**config.mk**
```make
export PLATFORM = sky130hd
export DESIGN_NAME = ram_slot_arbiter
export DESIGN_NICKNAME = d
export VERILOG_FILES = /design/src/rtl/ram_slot_arbiter.sv
export SDC_FILE = /design/constraint.sdc
export NUM_CORES = 1
export LEC_CHECK = 0
export BUFFER_PORTS_ARGS = -buffer_cell sky130_fd_sc_hd__buf_2
export CAP_MARGIN = 25
export CORE_ASPECT_RATIO = 2
export CORE_UTILIZATION = 48
export CTS_CLUSTER_DIAMETER = 50
export CTS_CLUSTER_SIZE = 10
export DETAILED_ROUTE_END_ITERATION = 10
export PLACE_DENSITY = 0.82
export SETUP_SLACK_MARGIN = 0.2
export SLEW_MARGIN = 25
export SYNTH_ARGS = -nofsm -noshare
export SYNTH_HDL_FRONTEND = slang
export SYNTH_SLANG_ARGS = --single-unit
```
**constraint.sdc**
```tcl
create_clock -name clock -period 2.7 [get_ports clock]
set_input_delay 0.27 -clock clock [delete_from_list [all_inputs] [get_ports clock]]
set_output_delay 0.27 -clock clock [all_outputs]
set_load 0.02 [all_outputs]
```
**src/rtl/ram_slot_arbiter.sv**
```systemverilog
// ram_slot_arbiter
// Shares one 64 KB SRAM between ULA video fetch, the CPU and a DMA loader.
// Every phi2 half-cycle is one SRAM slot: phi2 low belongs to video, phi2 high
// to the CPU, and CPU slots the CPU does not use are handed to DMA.
// Build option: define ARB_DMA_VIDEO_STEAL_EN to let a pending DMA request take
// a video slot, never two consecutive video slots in a row.
module ram_slot_arbiter #(
  parameter int SETUP  = 1,
  parameter int WE_LEN = 2
) (
  input  logic        clock,
  input  logic        reset,
  input  logic        phi2,
  input  logic [15:0] vidA,
  output logic [7:0]  vidQ,
  input  logic        cpuSel,
  input  logic        cpuWr,
  input  logic [15:0] cpuA,
  input  logic [7:0]  cpuD,
  output logic [7:0]  cpuQ,
  input  logic        dmaReq,
  input  logic        dmaWr,
  input  logic [15:0] dmaA,
  input  logic [7:0]  dmaD,
  output logic [7:0]  dmaQ,
  output logic        dmaAck,
  output logic [15:0] ramA,
  output logic [7:0]  ramD,
  output logic        ramWe,
  input  logic [7:0]  ramQ,
  output logic [1:0]  grant,
  output logic        ovr
);

  localparam logic [1:0] OWN_VID  = 2'd0;
  localparam logic [1:0] OWN_CPU  = 2'd1;
  localparam logic [1:0] OWN_DMA  = 2'd2;
  localparam logic [1:0] OWN_NONE = 2'd3;

  localparam logic [7:0] SETUP_LAST = 8'(SETUP - 1);
  localparam logic [7:0] WE_LAST    = 8'(WE_LEN - 1);

  typedef enum logic [1:0] {
    S_IDLE,
    S_SETUP,
    S_ACCESS,
    S_DONE
  } state_t;

  state_t      state, state_n;
  logic [7:0]  cnt, cnt_n;
  logic        phi2_q;
  logic        slot_edge;
  logic        last_acc;
  logic        wr_q;

  logic [1:0]  own_n;
  logic [15:0] addr_n;
  logic [7:0]  data_n;
  logic        wr_n;

`ifdef ARB_DMA_VIDEO_STEAL_EN
  logic        steal_q, steal_n;
`endif

  // Any level change on phi2 opens a new slot (cycle 0 of that slot).
  assign slot_edge = (phi2 != phi2_q);

  // Pick the owner of the slot starting now and the access it will perform.
  always_comb begin
    own_n  = OWN_NONE;
    addr_n = ramA;
    data_n = ramD;
    wr_n   = 1'b0;
`ifdef ARB_DMA_VIDEO_STEAL_EN
    steal_n = steal_q;
`endif
    if (!phi2) begin
`ifdef ARB_DMA_VIDEO_STEAL_EN
      if (dmaReq && !steal_q) begin
        own_n   = OWN_DMA;
        addr_n  = dmaA;
        data_n  = dmaD;
        wr_n    = dmaWr;
        steal_n = 1'b1;
      end else begin
        own_n   = OWN_VID;
        addr_n  = vidA;
        steal_n = 1'b0;
      end
`else
      own_n  = OWN_VID;
      addr_n = vidA;
`endif
    end else if (cpuSel) begin
      own_n  = OWN_CPU;
      addr_n = cpuA;
      data_n = cpuD;
      wr_n   = cpuWr;
    end else if (dmaReq) begin
      own_n  = OWN_DMA;
      addr_n = dmaA;
      data_n = dmaD;
      wr_n   = dmaWr;
    end
  end

  // Slot sequencer next state: a slot edge always restarts the sequence.
  always_comb begin
    state_n  = state;
    cnt_n    = cnt;
    last_acc = 1'b0;
    if (slot_edge) begin
      state_n = (own_n == OWN_NONE) ? S_IDLE : S_SETUP;
      cnt_n   = '0;
    end else begin
      case (state)
        S_SETUP: begin
          if (cnt == SETUP_LAST) begin
            state_n = S_ACCESS;
            cnt_n   = '0;
          end else begin
            cnt_n = cnt + 8'd1;
          end
        end
        S_ACCESS: begin
          if (cnt == WE_LAST) begin
            state_n  = S_DONE;
            cnt_n    = '0;
            last_acc = 1'b1;
          end else begin
            cnt_n = cnt + 8'd1;
          end
        end
        S_DONE:  state_n = S_IDLE;
        default: state_n = S_IDLE;
      endcase
    end
  end

  // Sequencer state register.
  always_ff @(posedge clock or negedge reset) begin
    if (!reset) begin
      state <= S_IDLE;
      cnt   <= '0;
    end else begin
      state <= state_n;
      cnt   <= cnt_n;
    end
  end

`ifdef ARB_DMA_VIDEO_STEAL_EN
  // Steal flag remembers that the previous video slot went to DMA.
  always_ff @(posedge clock or negedge reset) begin
    if (!reset) begin
      steal_q <= 1'b0;
    end else if (slot_edge) begin
      steal_q <= steal_n;
    end
  end
`endif

  // SRAM pins, owner, read-data capture and the overrun flag.
  always_ff @(posedge clock or negedge reset) begin
    if (!reset) begin
      phi2_q <= 1'b0;
      wr_q   <= 1'b0;
      ramA   <= '0;
      ramD   <= '0;
      ramWe  <= 1'b0;
      vidQ   <= '0;
      cpuQ   <= '0;
      dmaQ   <= '0;
      grant  <= OWN_NONE;
      ovr    <= 1'b0;
    end else begin
      phi2_q <= phi2;
      // Strobe only while in ACCESS; it drops on the same edge that latches
      // a new slot, so address and data never move under an active strobe.
      ramWe  <= (state_n == S_ACCESS) && wr_q;
      if (slot_edge) begin
        grant <= own_n;
        if (state != S_IDLE) begin
          ovr <= 1'b1;
        end
        if (own_n != OWN_NONE) begin
          ramA <= addr_n;
          ramD <= data_n;
          wr_q <= wr_n;
        end
      end
      if (last_acc && !wr_q) begin
        case (grant)
          OWN_VID: vidQ <= ramQ;
          OWN_CPU: cpuQ <= ramQ;
          OWN_DMA: dmaQ <= ramQ;
          default: ;
        endcase
      end
    end
  end

  // Ack is withheld when the slot ends during DONE, so that access is retried.
  assign dmaAck = (state == S_DONE) && (grant == OWN_DMA) && !slot_edge;

endmodule

```
==> flow_summary.toml <==
[die]
core_area_um2 = 6361
num_rows = 41
start_util = 0.4984
fp.dieW_um = 59.47
ioPinCount = 132
die_area_um2 = 6954
fp.dieH_um = 116.9

[logic_synthesis]
yosysUniqueCellTypes = 43
yosysTopAreaCell = "dfrtp_1"
synthFlopType = "dfrtp_1"
yosys_warnings = 0
synth-seq-cells = 64
async_flop_share = 1.000
syn-num-nets = 384
synth.top_cells.by_area = "dfrtp_1 49%, mux2i_1 7.6%, o21ai_0 6.6%"
synth_common_cells = "62 x dfrtp_1, 43 x nand2_1, 42 x o21ai_0"
synth_area_um2 = 3171
syn_avg_cell_area_um2 = 10.64
post-synth-top-count-cell = "dfrtp_1"
yosysTopAreaCellShare = 0.4893
synth_edf_count = 0
ys_seq_area_frac = 0.5059
synth_cells = 298

[critical_path]
startpoint_type = "register"
cp-end-kind = "register"
cp.buffers_inverters = 1
r2r_start = "cnt[1]"
slowest_stage = "or4_1"
cp_top_family = "simple AND/OR/NAND/NOR gates"
crit_type = "register to register"
crit_chain = "inv_1, ha_1, and3b_1, nand3_2, or4_1, mux2_4"
cp-startpoint = "cnt[1]"
critPathArrivalTime_ns = 2.49
crit_fanout = 8
cp_slowest_stage_delay_ns = 0.69
cp.required_ns = 2.91

[clock_network]
clk_pin_slew_worst_paths_ns = 0.05
cts_setup_buffers = 0
cts_sinks = 64
postCtsHoldBufs = 0
root_buffer = "clkbuf_16"
h-tree-depth = 3
cts_made_buffers = 9
cts_resized = 0
cts_tree = "built"
clock_path_buffers = 2
clk_latency_ns = 0.33

[global_routing]
grt_pass1_wl_um = 12230
grt_max_degree = 65
antenna_found_initial = 0
grt.total_usage = 0.2380
grt_pass1_vias = 2757
gr-total-overflow = 0

[cells_and_area]
final_layout_size_suffix_gt1_frac = 0.4253
seq_area_um2 = 1604
multiInputGateArea_um2 = 1480
n_antenna_cell = 0
num-fill-cells = 520
final_area_um2 = 4214
area.growth.synth_to_final_pct = 32.91
final_nets = 518

[detailed_routing]
wl_um = 7428
dr.pass1.iters = 4
wire_per_inst_um = 14.26
antenna_left = 0
drt_iter0_drc = 88
via_per_inst = 5.221
vias = 2720
drc_errors = 0

[timing]
drv_slew = 0
timing_hold_violations_final = 0
final.period_utilization = 0.8430
min_period_ns = 2.276
setup_viol_count_final = 0
worst_clock_skew_ns = 0.004773
relSlewSlack = 0.4784
tns_ns = 0
max_freq_ghz = 0.4394
rsz0062_at_grt = "false"
worst_slew_pin_slew_ns = 0.7824

[pwr]
powerDensity_nw_per_um2 = 655.6
vdd_drop_max_uv = 449.3
leakagePower_nw = 2.223
power_mw = 2.763

[placed_design]
place_hpwl_um = 5576
place.gp.congestion = 0.8459
place_area_um2 = 3919
port_buffers = 131

[min_path]
hold_class = "input pin to asynchronous set/reset pin"

[flow_run]
max-cap-violations = 0

[outcome]
status = "finished clean"
[path summary, 6_finish.rpt]
path                                 end  slack (ns)  cells after the start
worst max-delay path             dmaQ[3]        0.42                      6
worst min-delay path             ramD[4]        0.11                      2
worst max register to register   dmaQ[3]        0.42                      6
worst min register to register  ramA[15]        0.47                      2
max in group asynchronous         cnt[5]        2.08                      2
min in group clock               dmaQ[5]        0.20                      2
[per-stage QoR]
| stage | hold slack (ns) | instances | setup slack (ns) | utilization |
|---|---|---|---|---|
| 2_1_floorplan | -0.02559 | 298 | 0.7391 | - |
| 3_3_place_gp | 0.4572 | 507 | 0.5150 | 0.6161 |
| 3_5_place_dp | 0.4653 | 507 | 0.4455 | 0.6161 |
| 4_1_cts | 0.1376 | 521 | 0.4358 | 0.6625 |
| 5_1_grt | 0.1831 | 521 | 0.3126 | 0.6625 |
| 6_report | 0.1102 | 521 | 0.4239 | 0.6625 |
[layer usage]
metal	GRT usage	vias to the layer above	share of wire
li1	-	1313	-
met5	0	-	0
met2	0.4412	107	0.56
met4	0.1079	0	0.027
met3	0.06593	18	0.055
met1	0.2359	1282	0.35
[layout make-up]
cell class,instances,share of cell area
clock buffer,11,0.05998
clock inverter,3,0.01010
inverter,7,0.006235
multi-input combinational,213,0.3512
sequential,64,0.3806
tap,86,0.02553
timing repair buffer,137,0.1663
[sequential cells by signal (all words and copies together) (netlist names)]
signal  cells
phi2_q      1
cpuQ        8
vidQ        8
dmaQ        8
wr_q        1
ramA       16
ovr         1
ramD        8
ramWe       1
cnt         8
state       2
grant       2
[power by group]
part	internal, mW	total (mW)	switching, mW	leakage (nW)
clock network	0.751	1.15	0.396	0.143
logic	0.197	0.505	0.308	1.27
registers	1.05	1.11	0.0588	0.813
[logic make-up (layout without fill, tap and decap cells)]
kind of cell / count (synthesis) / in the layout / share of synthesized area
compound gates: 67 / 67 / 0.1219
xor+xnor: 6 / 6 / 0.01657
fa+ha+maj: 7 / 7 / 0.02762
buf+inv: 21 / 158 / 0.02841
flops: 64 / 64 / 0.5059
mux: 49 / 49 / 0.1740
simple gates: 84 / 84 / 0.1255
[placed cells by master, fill, tap and decap left out, types with 3 or more instances in the layout]
cell type and instances:
nand3_1 7, mux2i_1 24, buf_4 6, clkbuf_16 9, o21ai_0 42, ha_1 7, buf_2 131, xor2_1 4
dfrtp_1 62, nor2b_1 3, nand2_1 43, a21oi_1 8, mux2_2 17, nor2_1 17, inv_1 7, mux2_4 8
[worst register-to-register path, stage by stage (launching register included)]
cell	delay, ns
dfrtp_1	0.45
inv_1	0.12
ha_1	0.22
and3b_1	0.19
nand3_2	0.10
or4_1	0.69
mux2_4	0.39
(Power assumes the default switching activity.)
